===== src/rtl/ctrl_pkg.sv =====
`default_nettype none
// ============================================================================
// Package     : ctrl_pkg
// Description : Shared definitions for the control_fsm instruction sequencer:
//               opcode values, ALU operation codes, the sequencer state
//               encoding and the opcode class used by the decoder.
// Revision    : 1.0 - initial release
// ============================================================================
package ctrl_pkg;

  // Opcode values (low three bits of the opcode field).
  localparam logic [2:0] OP_ADD  = 3'b000;
  localparam logic [2:0] OP_SUB  = 3'b001;
  localparam logic [2:0] OP_NAND = 3'b010;
  localparam logic [2:0] OP_MV   = 3'b011;
  localparam logic [2:0] OP_OUT  = 3'b100;
  localparam logic [2:0] OP_LDI  = 3'b101;
  localparam logic [2:0] OP_REP  = 3'b111;

  // ALU operation codes driven on alu_op.
  localparam logic [1:0] ALU_ADD  = 2'b00;
  localparam logic [1:0] ALU_SUB  = 2'b01;
  localparam logic [1:0] ALU_NAND = 2'b10;

  typedef enum logic [2:0] {
    S_IDLE = 3'd0,
    S_DEC  = 3'd1,
    S_LDA  = 3'd2,
    S_EXE  = 3'd3,
    S_WB   = 3'd4,
    S_MOV  = 3'd5,
    S_OUTS = 3'd6,
    S_ERR  = 3'd7
  } state_t;

  // Instruction classes that share a state path.
  typedef enum logic [2:0] {
    C_ALU = 3'd0,  // ADD / SUB / NAND
    C_LDI = 3'd1,
    C_REP = 3'd2,
    C_MV  = 3'd3,
    C_OUT = 3'd4,
    C_ILL = 3'd5
  } op_class_t;

endpackage
`default_nettype wire


===== src/rtl/onehot_decoder.sv =====
`default_nettype none
// ============================================================================
// Module      : onehot_decoder
// Description : Binary to one-hot decoder, bit i of onehot set when value==i.
// Ports       : value  in  W       binary index
//               onehot out 2**W    one-hot result
// Revision    : 1.0 - initial release
// ============================================================================
module onehot_decoder #(
  parameter int W = 3
) (
  input  logic [W-1:0]      value,
  output logic [2**W-1:0]   onehot
);

  localparam int N = 2**W;

  assign onehot = {{(N-1){1'b0}}, 1'b1} << value;

endmodule
`default_nettype wire


===== src/rtl/control_fsm.sv =====
`default_nettype none
// ============================================================================
// Module      : control_fsm
// Description : Instruction sequencer for the register-file processor.
//               Latches an instruction on run, then walks a decode/execute
//               state machine that drives the datapath strobes.
// Ports       : clock    in   rising-edge clock
//               resetn   in   asynchronous active-low reset
//               run      in   start request (sampled in IDLE / final states)
//               instr    in   instruction {op, ra, rb}
//               busy     out  high outside IDLE
//               done     out  pulse in the final state of an instruction
//               illegal  out  pulse in ERR
//               reg_sel  out  one-hot register-to-bus select
//               imm_sel  out  immediate-to-bus select
//               g_sel    out  G-to-bus select
//               reg_en   out  one-hot register write enable
//               a_en     out  A latch enable
//               a_clr    out  load zero into A
//               g_en     out  G latch enable
//               alu_op   out  00 add, 01 sub, 10 nand
//               out_en   out  output-port strobe
// Revision    : 1.0 - initial release
// ============================================================================
module control_fsm
  import ctrl_pkg::*;
#(
  parameter  int REG_ADDR_W = 3,
  parameter  int OP_W       = 3,
  localparam int NUM_REGS   = 2**REG_ADDR_W,
  localparam int IR_W       = OP_W + 2*REG_ADDR_W
) (
  input  logic                clock,
  input  logic                resetn,
  input  logic                run,
  input  logic [IR_W-1:0]     instr,
  output logic                busy,
  output logic                done,
  output logic                illegal,
  output logic [NUM_REGS-1:0] reg_sel,
  output logic                imm_sel,
  output logic                g_sel,
  output logic [NUM_REGS-1:0] reg_en,
  output logic                a_en,
  output logic                a_clr,
  output logic                g_en,
  output logic [1:0]          alu_op,
  output logic                out_en
);

  state_t          state, state_nx;
  logic [IR_W-1:0] ir, ir_nx;
  logic            accept;

  // Legal opcodes have every bit above the low three cleared.
  function automatic op_class_t classify(input logic [OP_W-1:0] o);
    op_class_t c;
    c = C_ILL;
    if ((o >> 3) == '0) begin
      case (o[2:0])
        OP_ADD, OP_SUB, OP_NAND: c = C_ALU;
        OP_MV:                   c = C_MV;
        OP_OUT:                  c = C_OUT;
        OP_LDI:                  c = C_LDI;
        OP_REP:                  c = C_REP;
        default:                 c = C_ILL;
      endcase
    end
    return c;
  endfunction

  function automatic logic [1:0] alu_code(input logic [OP_W-1:0] o);
    logic [1:0] a;
    a = ALU_ADD;
    if (classify(o) == C_ALU) begin
      if (o[2:0] == OP_SUB)       a = ALU_SUB;
      else if (o[2:0] == OP_NAND) a = ALU_NAND;
    end
    return a;
  endfunction

  // run is honoured only when no instruction is in flight or one is finishing.
  assign accept = run && (state inside {S_IDLE, S_WB, S_MOV, S_OUTS, S_ERR});
  assign ir_nx  = accept ? instr : ir;

  // Fields of the current instruction (drives the DEC branch).
  logic [OP_W-1:0] op_cur;
  assign op_cur = ir[IR_W-1 -: OP_W];

  // Fields of the instruction that will be held after this edge. Outputs are
  // registered, so they are decoded from the upcoming state and ir; this keeps
  // them a pure function of (state, ir) one cycle later.
  logic [OP_W-1:0]       op_nx;
  logic [REG_ADDR_W-1:0] ra_nx, rb_nx;
  logic [NUM_REGS-1:0]   ra_oh, rb_oh;
  op_class_t             cls_nx;

  assign op_nx  = ir_nx[IR_W-1 -: OP_W];
  assign ra_nx  = ir_nx[2*REG_ADDR_W-1 -: REG_ADDR_W];
  assign rb_nx  = ir_nx[REG_ADDR_W-1:0];
  assign cls_nx = classify(op_nx);

  onehot_decoder #(.W(REG_ADDR_W)) u_ra_dec (.value(ra_nx), .onehot(ra_oh));
  onehot_decoder #(.W(REG_ADDR_W)) u_rb_dec (.value(rb_nx), .onehot(rb_oh));

  always_comb begin
    state_nx = S_IDLE;
    if (accept) begin
      state_nx = S_DEC;
    end else begin
      case (state)
        S_DEC: begin
          case (classify(op_cur))
            C_ALU, C_LDI, C_REP: state_nx = S_LDA;
            C_MV:                state_nx = S_MOV;
            C_OUT:               state_nx = S_OUTS;
            default:             state_nx = S_ERR;
          endcase
        end
        S_LDA:   state_nx = S_EXE;
        S_EXE:   state_nx = S_WB;
        default: state_nx = S_IDLE;  // IDLE, final states, unknown encodings
      endcase
    end
  end

  logic                busy_d, done_d, illegal_d, imm_sel_d, g_sel_d;
  logic                a_en_d, a_clr_d, g_en_d, out_en_d;
  logic [NUM_REGS-1:0] reg_sel_d, reg_en_d;
  logic [1:0]          alu_op_d;

  always_comb begin
    busy_d    = (state_nx != S_IDLE);
    done_d    = 1'b0;
    illegal_d = 1'b0;
    reg_sel_d = '0;
    imm_sel_d = 1'b0;
    g_sel_d   = 1'b0;
    reg_en_d  = '0;
    a_en_d    = 1'b0;
    a_clr_d   = 1'b0;
    g_en_d    = 1'b0;
    alu_op_d  = ALU_ADD;
    out_en_d  = 1'b0;
    case (state_nx)
      S_LDA: begin
        a_en_d = 1'b1;
        // LDI and REP start from A=0 so the ALU passes the bus value through.
        if (cls_nx == C_ALU) reg_sel_d = ra_oh;
        else                 a_clr_d   = 1'b1;
      end
      S_EXE: begin
        g_en_d   = 1'b1;
        alu_op_d = alu_code(op_nx);
        if (cls_nx == C_LDI) imm_sel_d = 1'b1;
        else                 reg_sel_d = rb_oh;
      end
      S_WB: begin
        g_sel_d  = 1'b1;
        reg_en_d = ra_oh;
        done_d   = 1'b1;
      end
      S_MOV: begin
        reg_sel_d = rb_oh;
        reg_en_d  = ra_oh;
        done_d    = 1'b1;
      end
      S_OUTS: begin
        reg_sel_d = ra_oh;
        out_en_d  = 1'b1;
        done_d    = 1'b1;
      end
      S_ERR: begin
        illegal_d = 1'b1;
        done_d    = 1'b1;
      end
      default: ;
    endcase
  end

  always_ff @(posedge clock or negedge resetn) begin
    if (!resetn) begin
      state   <= S_IDLE;
      ir      <= '0;
      busy    <= 1'b0;
      done    <= 1'b0;
      illegal <= 1'b0;
      reg_sel <= '0;
      imm_sel <= 1'b0;
      g_sel   <= 1'b0;
      reg_en  <= '0;
      a_en    <= 1'b0;
      a_clr   <= 1'b0;
      g_en    <= 1'b0;
      alu_op  <= ALU_ADD;
      out_en  <= 1'b0;
    end else begin
      state   <= state_nx;
      ir      <= ir_nx;
      busy    <= busy_d;
      done    <= done_d;
      illegal <= illegal_d;
      reg_sel <= reg_sel_d;
      imm_sel <= imm_sel_d;
      g_sel   <= g_sel_d;
      reg_en  <= reg_en_d;
      a_en    <= a_en_d;
      a_clr   <= a_clr_d;
      g_en    <= g_en_d;
      alu_op  <= alu_op_d;
      out_en  <= out_en_d;
    end
  end

endmodule
`default_nettype wire


===== config.mk =====
export PLATFORM = sky130hd
export DESIGN_NAME = control_fsm
export DESIGN_NICKNAME = d
export VERILOG_FILES = /design/src/rtl/ctrl_pkg.sv /design/src/rtl/onehot_decoder.sv /design/src/rtl/control_fsm.sv
export SDC_FILE = /design/constraint.sdc
export NUM_CORES = 1
export LEC_CHECK = 0
export CAP_MARGIN = 20
export CORE_MARGIN = 4
export CORE_UTILIZATION = 49
export DETAILED_ROUTE_END_ITERATION = 10
export PLACE_DENSITY = 0.81
export SLEW_MARGIN = 40
export SYNTH_ARGS = -nofsm -noshare
export SYNTH_HDL_FRONTEND = slang
export SYNTH_SLANG_ARGS = --single-unit
export TNS_END_PERCENT = 50

===== constraint.sdc =====
create_clock -name clock -period 2.1 [get_ports clock]
set_input_delay 0.315 -clock clock [delete_from_list [all_inputs] [get_ports clock]]
set_output_delay 0.315 -clock clock [all_outputs]
set_load 0.05 [all_outputs]

# Yosys cells after proc, flatten, opt, wreduce, memory -nomap -nowiden
# Index checks and enable logic that the tools add are counted.
[op_classes]
n_shift = 2
n_reduce_logical = 14
n_eq_ne = 30
n_mux = 27
[op_table]
columns = ["operator", "n"]
rows = [
  ["== test 3 bit (second input constant)", 15],
  ["case mux 8 bit (4 select lines)", 1],
  ["== test 3 x 2 -> 1 bit (second input constant)", 10],
  ["case mux 3 bit (5 select lines)", 2],
  ["2-to-1 mux 8 bit", 3],
  ["logical NOT 3 bit", 6],
  ["case mux 3 bit (3 select lines)", 2],
  ["left shift 1 x 3 -> 8 bit (first input constant)", 2],
  ["== test 3 x 1 -> 1 bit (second input constant)", 5],
  ["2-to-1 mux 3 bit", 4],
  ["2-to-1 mux 1 bit", 10],
  ["2-to-1 mux 9 bit", 1],
  ["OR reduction 3 bit", 3],
  ["2-to-1 mux 2 bit", 4],
  ["nonzero test 5 bit", 1],
  ["OR reduction 4 bit", 1],
  ["nonzero test 3 bit", 1],
  ["OR reduction 2 bit", 1],
  ["logical AND 1 bit", 1],
]
[word_totals]
word_cells = 87
inputBits = 12
out_inout_bits = 27
register_bits = 39

# Longest topological paths before layout
# Gate-level depths: netlist of the first run.
[logic_depth]
ltp_word = 15
depth_mapped = 6
ltp_nobuf = 4

# Cells and area by module
# A second synthesis of the first run with hierarchy kept.
[hier_totals]
hier_cells = 123
hier_area_um2 = 1611.5
[modules_own_cells]
columns = ["module", "seq_area_each_um2", "cells_per_inst", "area_each_um2", "n_inst"]
rows = [
  ["control_fsm", 975.9, 107, 1481.4, 1],
  ["onehot_decoder", 0.0, 8, 65.1, 2],
]

# Worst setup path after synthesis of the first run
# Ideal clock, no wire load.
[synth_timing]
kind = "flip-flop to flip-flop"
from = "register state[0]"
to = "register reg_en[0]"
setup_ps = 72
path_stages_with_launch = 6
n_path_buf = 1
period_less_slack_ps = 1618
setup_slack_ps = 482
required_ps = 2028
arrival_ps = 1546
cell_sequence = "dfrtp_1 buf_6 or3b_1 a32o_2 or3_4 nor2_1"
[synth_via]
elab_cells_between_ends = 18
classes_between = "9 x eq/ne; 1 x shift; 4 x mux; 4 x reduce/logical"
[synth_lines]
columns = ["element", "line_no", "text"]
rows = [
  ["start: declaration", "control_fsm.sv:51", "state_t state, state_nx;"],
  ["start signal: assignment", "control_fsm.sv:198", "state <= state_nx;"],
  ["== test 3 bit / logical NOT 3 bit (equally long branches)", "control_fsm.sv:83", "assign accept = run && (state inside {S_IDLE, S_WB, S_MOV, S_OUTS, S_ERR});"],
  ["nonzero test 5 bit *", "control_fsm.sv:83", ""],
  ["logical AND 1 bit *", "control_fsm.sv:83", ""],
  ["2-to-1 mux 9 bit *", "control_fsm.sv:84", "assign ir_nx = accept ? instr : ir;"],
  ["named net ir_nx[5]", "control_fsm.sv:52", "logic [IR_W-1:0] ir, ir_nx;"],
  ["left shift 1 x 3 -> 8 bit *", "onehot_decoder.sv:18", "assign onehot = {{(N-1){1'b0}}, 1'b1} << value;"],
  ["2-to-1 mux 8 bit *", "control_fsm.sv:145", "case (state_nx)"],
  ["named net reg_en_d[0]", "control_fsm.sv:129", "logic [NUM_REGS-1:0] reg_sel_d, reg_en_d;"],
  ["end signal: assignment", "control_fsm.sv:206", "reg_en <= reg_en_d;"],
  ["end: declaration", "control_fsm.sv:43", "output logic [NUM_REGS-1:0] reg_en,"],
]
# Mark *: on every way through the listed nets, which the timed path passes. The rest lies on a longest branch.

# Final worst setup path of the first run
[layout_timing]
from = "register reg_sel[1]"
to = "output reg_sel[1]"
[layout_lines]
columns = ["element", "line_no", "text"]
rows = [
  ["start: declaration", "control_fsm.sv:40", "output logic [NUM_REGS-1:0] reg_sel,"],
  ["start signal: assignment", "control_fsm.sv:203", "reg_sel <= reg_sel_d;"],
]
# No word-level cell between the ends.

==> results of run 1 <==
cells in the mapped netlist, types with 4 or more instances:
cell and count:
buf_2 4, inv_1 6, o32ai_1 4, mux2_2 4
nor3_1 5, nor2_1 18, dfrtp_1 39, nand2_1 12
clkbuf_1 4, a31oi_1 8, a21oi_1 9, o21ai_0 10
nand2b_1 7
power by group through the flow:
stage / Clock, µW / Sequential [µW] / Combinational (µW)
finish: 508 / 1200 / 1800
global placement: 0 / 1210 / 1760
CTS: 522 / 1200 / 1790
floorplan: 0 / 1520 / 971
detailed placement: 0 / 1210 / 1790
global route: 564 / 1230 / 1950
worst paths after layout:
kind / from / end / slack, ns
max: reg_sel[1] / reg_sel[1] / 0.27
max in group asynchronous: resetn / g_en / 1.40
min: resetn / reg_sel[1] / 0.37
max reg2reg: ir[6] / reg_sel[1] / 0.33
min reg2reg: ir[0] / ir[0] / 0.56
min in group clock: ir[0] / ir[0] / 0.56
cell families (layout without fill, tap and decap cells):
logic type / count (synthesis) / after routing / share of synthesized area (%)
simple gates: 58 / 58 / 17.5
compound gates: 49 / 49 / 18.7
flops: 39 / 39 / 55.6
buf+inv: 16 / 58 / 4.56
mux: 5 / 5 / 3.13
xor+xnor: 1 / 1 / 0.499
final cells by class:
type                    count  area, µm²  share of cell area (%)
flip-flops and latches     39        976                    43.1
multi-input cells         113        701                    31.0
repair buffers             44        425                    18.8
well taps                  46       57.6                    2.54
clock inverters             3       43.8                    1.93
clock buffers               5       37.5                    1.66
inverters                   6       22.5                   0.995
state kept, by name (all words and copies together) (netlist names), 2 cells and up:
name	flops
state	3
ir	9
reg_en	8
alu_op	2
reg_sel	8
metrics by stage:
stage          power (µW)  instance area, µm²
3_3_place_gp         2960                2180
2_1_floorplan        2490                1760
6_report             3510                2260
3_5_place_dp         3000                2180
5_1_grt              3750                2260
4_1_cts              3510                2260
per-layer routing:
layer / vias to the layer above / track usage, % / routed length [µm]
met2: 56 / 31.6 / 1860
met3: 12 / 6.08 / 271
met5: - / 0 / 0
met4: 0 / 6.95 / 71
met1: 693 / 24.7 / 1680
li1: 688 / - / -
==> results.sh, run 1 <==
export IMPL_status="finished clean"
export IMPL_grt_pass1_wl_um=6630
export IMPL_setup_viol=0
export IMPL_reg2reg_depth=4
export IMPL_critPathLaunchType="flip-flop"
export IMPL_grt_overflow=0
export IMPL_placed_cells=248
export IMPL_cts_root_buf="clkbuf_4"
export IMPL_yosysTopAreaCell="dfrtp_1"
export IMPL_cts_max_path_buffers=2
export IMPL_crit_fanout=1
export IMPL_cts_buffers=5
export IMPL_clk_pin_slew_ns=0.13
export IMPL_slew_headroom_pct=65.4
export IMPL_hp_class="in -> async"
export IMPL_ys_warn_count=0
export IMPL_synth_edff_count=0
export IMPL_clkPwrFrac_pct=14.5
export IMPL_crit_buf_inv=1
export IMPL_drc_errors=0
export IMPL_antenna_found_initial=0
export IMPL_min_period_ns=1.83
export IMPL_firstDrtPassIters=5
export IMPL_min_period_over_period_pct=87.1
export IMPL_vias=1449
export IMPL_crit_chain="clkdlybuf4s50_1"
export IMPL_boundaryPins=39
export IMPL_finalHoldViolCount=0
export IMPL_setup_tns_ns=0
export IMPL_max_cap_violations=0
export IMPL_rsz0062_at_grt="no"
export IMPL_initial_utilization_pct=51.8
export IMPL_crit_required_ns=1.78
export IMPL_switching_power_uw=1610
export IMPL_worst_pin_slew_ns=0.517
export IMPL_wl_per_cell_um=15.2
export IMPL_grt_pass1_vias=1381
export IMPL_final_common_cell="dfrtp_1"
export IMPL_synth_main_ff_cell="dfrtp_1"
export IMPL_syn_cell_area_um2=1760
export IMPL_die_h_um=67.9
export IMPL_crit_family="buffers and inverters"
export IMPL_cp_data_arrival_time_ns=1.51
export IMPL_vias_per_cell=5.66
export IMPL_post_cts_buffers=0
export IMPL_area_growth_pct=28.8
export IMPL_netSwitchingFraction_pct=46.0
export IMPL_p_per_area_nw_per_um2=1550
export IMPL_die_w_um=67.9
export IMPL_yosysTopAreaCellShare_pct=55.6
export IMPL_syn_nets=180
export IMPL_wl_um=3880
export IMPL_grtUsageTotal_pct=19.5
export IMPL_fin_util_pct=66.8
export IMPL_slowest_stage="clkdlybuf4s50_1"
export IMPL_drive_above_1_share_pct=11.0
export IMPL_post_cts_resized=0
export IMPL_fin_skew_ns=0.0170
export IMPL_ys_ff_latch=39
export IMPL_yosysSeqAreaShare_pct=55.6
export IMPL_coreArea_um2=3390
export IMPL_yosys_top_cells_area="dfrtp_1 (56%), nor2_1 (3.8%), a31oi_1 (2.8%)"
export IMPL_setup_ws_ns=0.272
export IMPL_final_nets=221
export IMPL_endpoint_kind="output pin"
export IMPL_die_area_um2=4610
export IMPL_ir_drop_mv=0.705
export IMPL_final_cell_mix="dfrtp_1 (39), clkdlybuf4s50_1 (38), nor2_1 (18)"
export IMPL_ant_nets=0
export IMPL_cts_hold_buf=0
export IMPL_diodes=0
export IMPL_drt_initial_drc_count=127
export IMPL_cts_tree="yes"
export IMPL_htree_levels=2
export IMPL_drv_slew=0
export IMPL_postSynthAreaPerCell_um2=10.5
export IMPL_place_gp_congestion=0.864
export IMPL_power_leakage_uw=0.000986
export IMPL_holdWs_ns=0.373
export IMPL_fin_cells=256
export IMPL_grt_start_max_net_pins=40
export IMPL_max_clock_freq_ghz=0.547
export IMPL_ys_types=43
export IMPL_ys_async_sr_fraction_pct=100
export IMPL_dp_slack_ns=0.0377
export IMPL_clock_latency_ns=0.35
export IMPL_intPower_uw=1890
export IMPL_placementRows=21
export IMPL_dp_hpwl_um=2940
export IMPL_setup_worst_path_class="reg -> out"
export IMPL_clock_sinks=39
export IMPL_netlist_instances=168
export IMPL_fill_cells=272
export IMPL_cp_depth=1
export IMPL_cpPeakStageDelay_ns=0.80
export IMPL_comb_power_share_pct=51.2
export IMPL_p_seq_share_pct=34.3
export IMPL_portBuffers=38
(Power assumes the default switching activity.)
==> inputs of run 2 (changes only) <==
--- a/config.mk
+++ b/config.mk
@@ -6,9 +6,11 @@
 export NUM_CORES = 1
 export LEC_CHECK = 0
 export CAP_MARGIN = 20
+export CORE_ASPECT_RATIO = 2
 export CORE_MARGIN = 4
 export CORE_UTILIZATION = 49
 export DETAILED_ROUTE_END_ITERATION = 10
+export HOLD_SLACK_MARGIN = 0.02
 export PLACE_DENSITY = 0.81
 export SLEW_MARGIN = 40
 export SYNTH_ARGS = -nofsm -noshare
==> results.sh, run 2 (synthesized netlist as in run 1, its figures left out) <==
export IMPL_crit_family="compound AO/OA/AOI/OAI gates"
export IMPL_die_area_um2=4670
export IMPL_initial_utilization_pct=51.4
export IMPL_setup_worst_path_class="reg -> reg"
export IMPL_dp_hpwl_um=3070
export IMPL_placementRows=30
export IMPL_cts_max_path_buffers=2
export IMPL_clock_sinks=39
export IMPL_largest_reg_flops=9
export IMPL_boundaryPins=39
export IMPL_min_period_over_period_pct=87.7
export IMPL_cpPeakStageDelay_ns=0.48
export IMPL_drc_errors=0
export IMPL_fin_skew_ns=0.00766
export IMPL_fin_area_um2=2300
export IMPL_setup_viol=0
export IMPL_ant_nets=0
export IMPL_grt_pass1_wl_um=6980
export IMPL_placed_cells=254
export IMPL_diodes=0
export IMPL_die_w_um=50.3
export IMPL_hp_class="in -> async"
export IMPL_finalPower_uw=3570
export IMPL_place_gp_congestion=0.840
export IMPL_drt_initial_drc_count=36
export IMPL_max_cap_violations=0
export IMPL_fin_cells=262
export IMPL_status="finished clean"
export IMPL_portBuffers=38
export IMPL_fill_cells=260
export IMPL_wl_um=4020
export IMPL_cts_buffers=5
export IMPL_grt_pass1_vias=1556
export IMPL_cp_data_arrival_time_ns=2.06
export IMPL_grt_start_max_net_pins=40
export IMPL_drv_slew=0
export IMPL_setup_tns_ns=0
export IMPL_power_leakage_uw=0.00100
export IMPL_cts_tree="yes"
export IMPL_coreArea_um2=3420
export IMPL_ir_drop_mv=1.04
export IMPL_final_cell_mix="dfrtp_1 (39), clkdlybuf4s50_1 (38), nor2_1 (18)"
export IMPL_max_clock_freq_ghz=0.543
export IMPL_clk_pin_slew_ns=0.08
export IMPL_slowest_stage="dfrtp_1"
export IMPL_worst_pin_slew_ns=0.510
export IMPL_crit_buf_inv=1
export IMPL_die_h_um=92.7
export IMPL_critPathLaunchType="flip-flop"
export IMPL_fin_util_pct=67.4
export IMPL_drive_above_1_share_pct=12.6
export IMPL_cts_root_buf="clkbuf_8"
export IMPL_reg_top3="ir (9), reg_en (8), reg_sel (8)"
export IMPL_crit_chain="o21bai_2 > buf_4 > a32o_2 > or3_4 > nor2_1"
export IMPL_endpoint_kind="flip-flop"
export IMPL_top_register="ir"
export IMPL_area_growth_pct=31.1
export IMPL_crit_fanout=9
export IMPL_vias=1479
export IMPL_clock_latency_ns=0.29
export IMPL_grt_overflow=0
export IMPL_crit_required_ns=2.31
export IMPL_p_per_area_nw_per_um2=1550
export IMPL_rsz0062_at_grt="no"
export IMPL_grtUsageTotal_pct=19.7
export IMPL_wl_per_cell_um=15.3
export IMPL_final_common_cell="dfrtp_1"
export IMPL_vias_per_cell=5.65
export IMPL_antenna_found_initial=0
export IMPL_finalHoldViolCount=0
export IMPL_final_nets=225
export IMPL_htree_levels=2
export IMPL_slew_headroom_pct=65.9
export IMPL_firstDrtPassIters=4
export IMPL_placed_area_um2=2210
export IMPL_min_period_ns=1.84
[run 2: layout make-up]
type                    count  area, µm²  area share, %
well taps                  48       60.1           2.61
clock inverters             2       12.5          0.543
flip-flops and latches     39        976           42.4
clock buffers               6       72.6           3.15
inverters                   6       22.5          0.978
repair buffers             48        455           19.8
multi-input cells         113        704           30.6
[run 2: worst register-to-register path: stages (launching register included)]
cell and delay [ns]:
dfrtp_1 0.48, o21bai_2 0.31, buf_4 0.17, a32o_2 0.28, or3_4 0.41, nor2_1 0.11
[run 2: stage by stage]
stage               hold WS, ns  worst slack (ns)
finish                    0.431             0.258
detailed placement        0.544            0.0180
CTS                       0.450             0.201
floorplan                0.0194             0.482
global route              0.465            0.0909
global placement          0.522            0.0938
[run 2: metal layers]
layer	up-vias	GRT usage, %	wire length (µm)
met5	-	0	0
met4	0	11.7	167
met3	16	3.86	218
met2	56	36.5	2280
met1	713	19.3	1350
li1	694	-	-
[run 2: path summary, 6_finish.rpt]
check | from | endpoint | slack, ns | cells past startpoint
min reg2reg | ir[0] | ir[0] | 0.56 | 2
max in group asynchronous | resetn | reg_en[0] | 1.33 | 2
min in group clock | ir[0] | ir[0] | 0.56 | 2
max reg2reg | state[2] | reg_en[0] | 0.26 | 5
max | state[2] | reg_en[0] | 0.26 | 5
min | resetn | ir[3] | 0.43 | 2
[run 2: timing repair]
action,CTS,global route
setup buffers,0,0
hold endpoints to repair,0,0
gates resized for setup,0,1
hold buffers,0,0
setup endpoints to repair,0,1
[run 2: power breakdown]
part           leakage (µW)  switching [µW]  internal, µW
clock             0.0000412             247           232
combinational      0.000448            1200           718
sequential         0.000514             190           984
total               0.00100            1630          1930
==> inputs of run 3 (changes only) <==
--- a/config.mk
+++ b/config.mk
@@ -10,7 +10,6 @@
 export CORE_MARGIN = 4
 export CORE_UTILIZATION = 49
 export DETAILED_ROUTE_END_ITERATION = 10
-export HOLD_SLACK_MARGIN = 0.02
 export PLACE_DENSITY = 0.81
 export SLEW_MARGIN = 40
 export SYNTH_ARGS = -nofsm -noshare
==> results of run 3 <==
Final layout, timing and power as in run 2 (identical DEF).
